--- config.mk ---
export PLATFORM = sky130hd
export DESIGN_NAME = operand_entry
export DESIGN_NICKNAME = d
export VERILOG_FILES = /design/src/rtl/operand_entry_pkg.sv /design/src/rtl/button_debouncer.sv /design/src/rtl/operand_entry.sv
export SDC_FILE = /design/constraint.sdc
export NUM_CORES = 1
export LEC_CHECK = 0
export ABC_AREA = 1
export CAP_MARGIN = 40
export CORE_UTILIZATION = 35
export CTS_CLUSTER_SIZE = 25
export DETAILED_ROUTE_END_ITERATION = 6
export GPL_ROUTABILITY_DRIVEN = 0
export SYNTH_ARGS = -nofsm -noshare
export SYNTH_HDL_FRONTEND = slang
export SYNTH_SLANG_ARGS = --single-unit
--- constraint.sdc ---
create_clock -name clk -period 1.55 [get_ports clk]
set_clock_uncertainty 0.2 [all_clocks]
set_input_delay 0.155 -clock clk [delete_from_list [all_inputs] [get_ports clk]]
set_output_delay 0.155 -clock clk [all_outputs]
set_load 0.01 [all_outputs]
--- src/rtl/operand_entry_pkg.sv ---
// operand_entry_pkg: shared operand width and entry FSM state encoding
package operand_entry_pkg;
  localparam int OPERAND_W = 8;
  typedef enum logic [1:0] {
    GET_A = 2'b00,
    GET_B = 2'b01,
    DONE  = 2'b10
  } entry_state_t;
endpackage

--- src/rtl/button_debouncer.sv ---
// button_debouncer: synchronize, debounce and rising-edge detect one raw button
module button_debouncer #(
  parameter int DB_CYCLES = 100000
) (
  input  logic clk,
  input  logic rst,
  input  logic btn_raw,
  output logic level,
  output logic rise_pulse
);
  localparam int CW = $clog2(DB_CYCLES);
  logic sync1_q, sync2_q, level_q, level_d, prev_q, pulse_q, pulse_d, flip;
  logic [CW-1:0] cnt_q, cnt_d;
  // count consecutive disagreeing cycles; flip the level on the last one
  always_comb begin
    flip = (sync2_q != level_q) && (cnt_q == CW'(DB_CYCLES - 1));
    cnt_d = (sync2_q == level_q || flip) ? '0 : cnt_q + 1'b1;
    level_d = level_q ^ flip;
    pulse_d = level_q & ~prev_q;
  end
  // synchronizer, debounce state and registered rise pulse
  always_ff @(posedge clk) begin
    if (rst) begin
      sync1_q <= 1'b0;
      sync2_q <= 1'b0;
      level_q <= 1'b0;
      prev_q  <= 1'b0;
      pulse_q <= 1'b0;
      cnt_q   <= '0;
    end else begin
      sync1_q <= btn_raw;
      sync2_q <= sync1_q;
      level_q <= level_d;
      prev_q  <= level_q;
      pulse_q <= pulse_d;
      cnt_q   <= cnt_d;
    end
  end
  assign level = level_q;
  assign rise_pulse = pulse_q;
endmodule

--- src/rtl/operand_entry.sv ---
// operand_entry: capture operands A then B from switches on debounced load presses
module operand_entry
  import operand_entry_pkg::*;
#(
  parameter int DB_CYCLES = 100000
) (
  input  logic                 clk,
  input  logic                 rst,
  input  logic [OPERAND_W-1:0] sw,
  input  logic                 btn_load,
  input  logic                 btn_clear,
  output logic [OPERAND_W-1:0] a,
  output logic [OPERAND_W-1:0] b,
  output logic                 valid,
  output logic [1:0]           state_led
);
  entry_state_t state_q, state_d;
  logic [OPERAND_W-1:0] a_q, a_d, b_q, b_d;
  logic valid_q, valid_d, ld, clr;
  button_debouncer #(.DB_CYCLES(DB_CYCLES)) u_load (
    .clk(clk), .rst(rst), .btn_raw(btn_load), .level(), .rise_pulse(ld)
  );
  button_debouncer #(.DB_CYCLES(DB_CYCLES)) u_clear (
    .clk(clk), .rst(rst), .btn_raw(btn_clear), .level(), .rise_pulse(clr)
  );
  // next state and operands; clear beats load, the unused encoding recovers to GET_A
  always_comb begin
    state_d = state_q;
    a_d = a_q;
    b_d = b_q;
    valid_d = valid_q;
    if (clr) begin
      state_d = GET_A;
      a_d = '0;
      b_d = '0;
      valid_d = 1'b0;
    end else if (state_q == GET_A) begin
      state_d = ld ? GET_B : GET_A;
      a_d = ld ? sw : a_q;
    end else if (state_q == GET_B) begin
      state_d = ld ? DONE : GET_B;
      b_d = ld ? sw : b_q;
      valid_d = ld | valid_q;
    end else if (state_q == DONE) begin
      state_d = ld ? GET_B : DONE;
      a_d = ld ? sw : a_q;
      b_d = ld ? '0 : b_q;
      valid_d = ~ld & valid_q;
    end else begin
      state_d = GET_A;
    end
  end
  // state and operand registers
  always_ff @(posedge clk) begin
    if (rst) begin
      state_q <= GET_A;
      a_q <= '0;
      b_q <= '0;
      valid_q <= 1'b0;
    end else begin
      state_q <= state_d;
      a_q <= a_d;
      b_q <= b_d;
      valid_q <= valid_d;
    end
  end
  assign a = a_q;
  assign b = b_q;
  assign valid = valid_q;
  assign state_led = state_q;
endmodule

== Word-level counts from Yosys, hierarchy flattened ==
Cells that the tools add are included.
Cells by class
  add/subtract/negate cells: 2
  equality and inequality tests: 9
  multiplexer cells: 16
  bitwise operators: 10
  reduce and logical (&&, ||, !) cells: 13
Operators with widths (number)
  $mux 8: 8
  $add 17x1->17 const B: 2
  $eq 17x17->1 const B: 2
  $mux 2: 5
  $reduce_or 2->1: 3
  $not 1->1: 4
  $reduce_and 2->1: 2
  $reduce_bool 2->1: 2
  $and 1x1->1: 3
  $mux 1: 3
  $reduce_and 3->1: 1
  $eq 1x1->1: 2
  $eq 2x1->1 const B: 1
  $eq 2x2->1 const B: 1
  $logic_and 1x1->1: 2
  $logic_not 2->1: 1
  $logic_or 1x1->1: 2
  $ne 1x1->1: 2
  $ne 2x2->1 const B: 1
  $xor 1x1->1: 2
  $or 1x1->1: 1
Storage, ports and cells
  flip-flop bits (word level): 63
  bits of input ports: 12
  output and inout port bits: 19

== Depth between registers and ports, before layout ==
  depth after elaboration: 4
  depth in mapped cells: 9

== By module ==
From an unflattened synthesis, not the netlist that was laid out.
Second synthesis, totals
  cell total of the unflattened synthesis: 463
  area total of the unflattened synthesis: 3145.5 µm²
Modules (own cells, without submodules)
  button_debouncer at u_clear: times used 1, cells an instance 159, area each 1074.8 µm²
  button_debouncer at u_load: times used 1, cells an instance 159, area each 1072.3 µm²
  operand_entry: times used 1, cells an instance 145, area each 998.5 µm²

== Worst setup path before layout ==
No wires, ideal clock.
  path type: reg2reg
  start: register state_q[0] (netlist: state_led[0])
  end: register b_q[0] (netlist: b[0])
  arrival: 1293 ps
  path slack: -13 ps
  cell stages (with the launch flop): 7
  path buffers: 0
  clock period less this slack: 1563 ps
  cell sequence: dfxtp_1 > inv_1 > ha_1 > nand2_2 > nor2_2 > nand2_1 > a21oi_1
On the way
  cells in the longest elaborated chain, start to end: 3
  elaborated cells between the ends (all ways): 7
Ends and longest elaborated chain
  start, declared: line operand_entry.sv:17  | entry_state_t state_q, state_d;
  start signal, assigned: line operand_entry.sv:61  | state_q <= state_d;
  $eq 2x1->1, or another cell as far along: line operand_entry.sv:40  | end else if (state_q == GET_B) begin
  $reduce_bool 2->1 (no line) or $not 1->1 (tied branches)
  $reduce_and 3->1 (no line)
  end signal, assigned: line operand_entry.sv:58  | b_q <= '0;
  end signal, assigned: line operand_entry.sv:63  | b_q <= b_d;
  end, declared: line operand_entry.sv:18  | logic [OPERAND_W-1:0] a_q, a_d, b_q, b_d;
Several ways; a longest one is shown, not always the timed one.
A chain may end at the register's enable or synchronous reset.

== Worst setup path in the final report ==
  start: register u_load.cnt_q[1]
  end: register u_load.cnt_q[1]
On the way
  cells in the longest elaborated chain, start to end: 4
  elaborated cells between the ends (all ways): 5
Ends and longest elaborated chain
  start, declared: line button_debouncer.sv:13  | logic [CW-1:0] cnt_q, cnt_d;
  start signal, assigned: line button_debouncer.sv:36  | cnt_q <= cnt_d;
  parallel branches: the longest is 4 deep, another holds $add 17x1->17
Parallel ways; which one is timed is not known.

==> flow_summary.yaml <==
outcome:
  run_status: "complete, but fails checks"
  failed_checks: "negative setup slack"
global_route:
  largest_net_degree_at_the_start_of_global_routing: 13
  overflow: 0
  via_count_of_the_first_global_routing_pass: 2632
  global_route_wire_length_before_repair_um: 11000
  globalRouteTotalUtil_pct: 16.1
  antenna_found_initial: 0
finish:
  final_layout_size_suffix_gt1_share_pct: 25.0
  insertedDiodeCount: 0
  area_delta_synth_final_pct: 39.2
  most_common_cell_after_layout_fill_and_taps_aside: "sky130_fd_sc_hd__nand2_1"
  postLayoutCoreUtil_pct: 51.5
  final_nets: 508
  final_cell_mix: "sky130_fd_sc_hd__nand2_1 (108), sky130_fd_sc_hd__nor2_1 (63), sky130_fd_sc_hd__dfxtp_1 (54)"
  finalInstanceArea_mm2: 0.00407
pwr:
  report.power.total_mw: 3.07
  cellPowerDensity_mw_per_mm2: 756
  leakagePower_nw: 1.54
  irDropWorstVdd_mv: 0.385
route:
  ant_nets: 0
  count_of_routing_violations_after_the_opening_detailed_route_iteration: 113
  dr_total_vias: 2739
  route.final.wire_length_um: 6540
  vias_per_cell: 4.58
  drtPass1Iterations: 4
  drc: 0
  routed_len_inst_um: 10.9
sta:
  grt_setup_unrepaired: "yes"
  worst-slew-pin-transition_ns: 0.260
  relSlewSlack_pct: 82.5
  timing.final.crit_share_pct: 102
  final-max-slew-violation-count: 0
  timing.final.ws_setup_ns: -0.0246
  maxClockFrequency_ghz: 0.635
  final_worst_path_period_need_ns: 1.57
  final_hold_violating_endpoints: 0
  final-setup-viol-count: 22
place:
  portBuffers: 30
  place_area_mm2: 0.00351
  dpl.hpwl_um: 4490
  dp_slack_ns: -0.136
floorplanning:
  coreArea_mm2: 0.00789
  row_count: 32
  die_area_mm2: 0.00871
  floorplan.initialDensity_pct: 37.0
  floorplan.die.height_um: 93.3
  die_width_um: 93.3
  io_pins: 31
synth:
  register_area_share_after_synthesis_pct: 43.2
  syn-num-nets: 434
  synth-edff-count: 0
  yosys_warnings: 0
  synthArstFlopShare_pct: 0
  postSynthAreaPerCell_um2: 7.00
  yosys_register_bits: 63
  netlist_area_mm2: 0.00292
  yosysUniqueCellTypes: 24
  ys_dominant_reg_cell: "sky130_fd_sc_hd__dfxtp_1"
  netlist_instances: 417
setup_path:
  r2r_setup_slack_ns: -0.02
  critical_path_sink_type: "flip-flop"
  timing.critical_path.required_ns: 1.57
  path_max_fanout: 7
  cp.arrival_ns: 1.60
  timing.critical_path.from_type: "flip-flop"
  timing_worst_setup_path_type: "flip-flop to flip-flop"
min_path:
  hold_path_class: "input pin to flip-flop"
cts:
  cts_max_path_buffers: 2
  tritoncts: "built"
  clk-insertion-delay-late_ns: 0.33
  cts_htree_levels: 3
  clk_pin_slew_ns: 0.06
  cts_sinks: 63
  tritoncts.num_buffers: 9
  cts_root_buffer: "sky130_fd_sc_hd__clkbuf_8"
flow_run:
  drv_cap: 0
==> worst max-delay path, stage by stage (launching register included) <==
cell and delay [ns]:
sky130_fd_sc_hd__dfxtp_2 0.35, sky130_fd_sc_hd__ha_4 0.16, sky130_fd_sc_hd__nand2_4 0.05, sky130_fd_sc_hd__nor2_4 0.16, sky130_fd_sc_hd__nand3_2 0.11, sky130_fd_sc_hd__o21bai_4 0.15
sky130_fd_sc_hd__buf_6 0.12, sky130_fd_sc_hd__buf_12 0.12, sky130_fd_sc_hd__nor2_1 0.04
==> routing by layer <==
layer | wire [µm] | track usage [%] | vias to the layer above
met5 | 0 | 0 | -
met2 | 3340 | 29.0 | 49
li1 | - | - | 1434
met4 | 34 | 5.51 | 0
met3 | 285 | 4.63 | 4
met1 | 2880 | 18.0 | 1252
==> cell families (layout without fill, tap and decap cells) <==
| group | count (synthesis) | after routing | synth area share, % |
|---|---|---|---|
| AO/OA/AOI/OAI | 34 | 34 | 7.03 |
| XOR/XNOR | 17 | 17 | 5.10 |
| adder cells (fa/ha/maj) | 5 | 5 | 2.14 |
| buffers and inverters | 55 | 133 | 8.14 |
| flip-flops | 63 | 63 | 43.2 |
| AND/OR/NAND/NOR | 243 | 244 | 34.4 |
==> power by group <==
part	leakage [nW]	internal (mW)	total, mW	switching (mW)
Sequential	0.513	1.63	1.63	0.00361
Combinational	0.918	0.0566	0.0996	0.0430
Clock	0.105	0.747	1.34	0.597
Total	1.54	2.43	3.07	0.643
==> path summary, 6_finish.rpt <==
check | end | cells past startpoint | start
setup / recovery | u_load.cnt_q[1] | 8 | u_load.cnt_q[1]
hold / removal | u_load.sync1_q | 3 | btn_load
setup reg to reg | u_load.cnt_q[1] | 8 | u_load.cnt_q[1]
hold reg to reg | u_clear.rise_pulse | 1 | u_clear.prev_q
==> state kept, by name (all words and copies together) (netlist names), 2 cells and up, named ones only <==
name / count
u_clear.cnt_q: 17
b: 8
state_led: 2
a: 8
u_load.cnt_q: 17
==> timing repair <==
item | in CTS | in global routing
hold buffers | 0 | 0
pin swaps | 12 | 16
endpoints found under the setup margin | 50 | 44
setup buffers | 8 | 1
resized for setup | 47 | 54
gates cloned | 2 | 1
==> area by class of cell <==
cell class / count / area [µm²]
Tap cell: 102 / 128
Timing Repair Buffer: 67 / 637
Inverter: 50 / 188
Fill cell: 751 / 3820
Clock inverter: 3 / 15.0
Multi-Input combinational cell: 300 / 1650
Clock buffer: 13 / 179
Sequential cell: 63 / 1270
==> cells in the mapped netlist (2+ instances only) <==
| master | n | share of area (%) |
|---|---|---|
| sky130_fd_sc_hd__o21bai_4 | 2 | 1.3 |
| sky130_fd_sc_hd__a21oi_1 | 21 | 3.6 |
| sky130_fd_sc_hd__nand3_1 | 17 | 2.9 |
| sky130_fd_sc_hd__o21bai_1 | 3 | 0.77 |
| sky130_fd_sc_hd__ha_1 | 5 | 2.1 |
| sky130_fd_sc_hd__o21ai_0 | 7 | 1.2 |
| sky130_fd_sc_hd__buf_6 | 4 | 1.5 |
| sky130_fd_sc_hd__nand2_2 | 2 | 0.43 |
| sky130_fd_sc_hd__nor2_1 | 90 | 12 |
| sky130_fd_sc_hd__nand4_1 | 5 | 1.1 |
| sky130_fd_sc_hd__nor2_2 | 4 | 0.86 |
| sky130_fd_sc_hd__xor2_1 | 12 | 3.6 |
| sky130_fd_sc_hd__xnor2_1 | 5 | 1.5 |
| sky130_fd_sc_hd__nor2_4 | 2 | 0.77 |
| sky130_fd_sc_hd__dfxtp_1 | 63 | 43 |
| sky130_fd_sc_hd__nand3_2 | 2 | 0.69 |
| sky130_fd_sc_hd__nor3_1 | 4 | 0.69 |
| sky130_fd_sc_hd__nand2_1 | 115 | 15 |
| sky130_fd_sc_hd__inv_1 | 49 | 6.3 |
==> per-stage QoR <==
step	TNS [ns]	cells	hold WS (ns)
after floorplan	0	417	0.0620
after global placement	-2.68	571	0.179
after detailed placement	-4.16	571	0.185
after CTS	-0.985	597	0.131
after global routing	-1.97	598	0.139
final	-0.341	598	0.146
No activity file was read; power rests on OpenSTA's default activity.
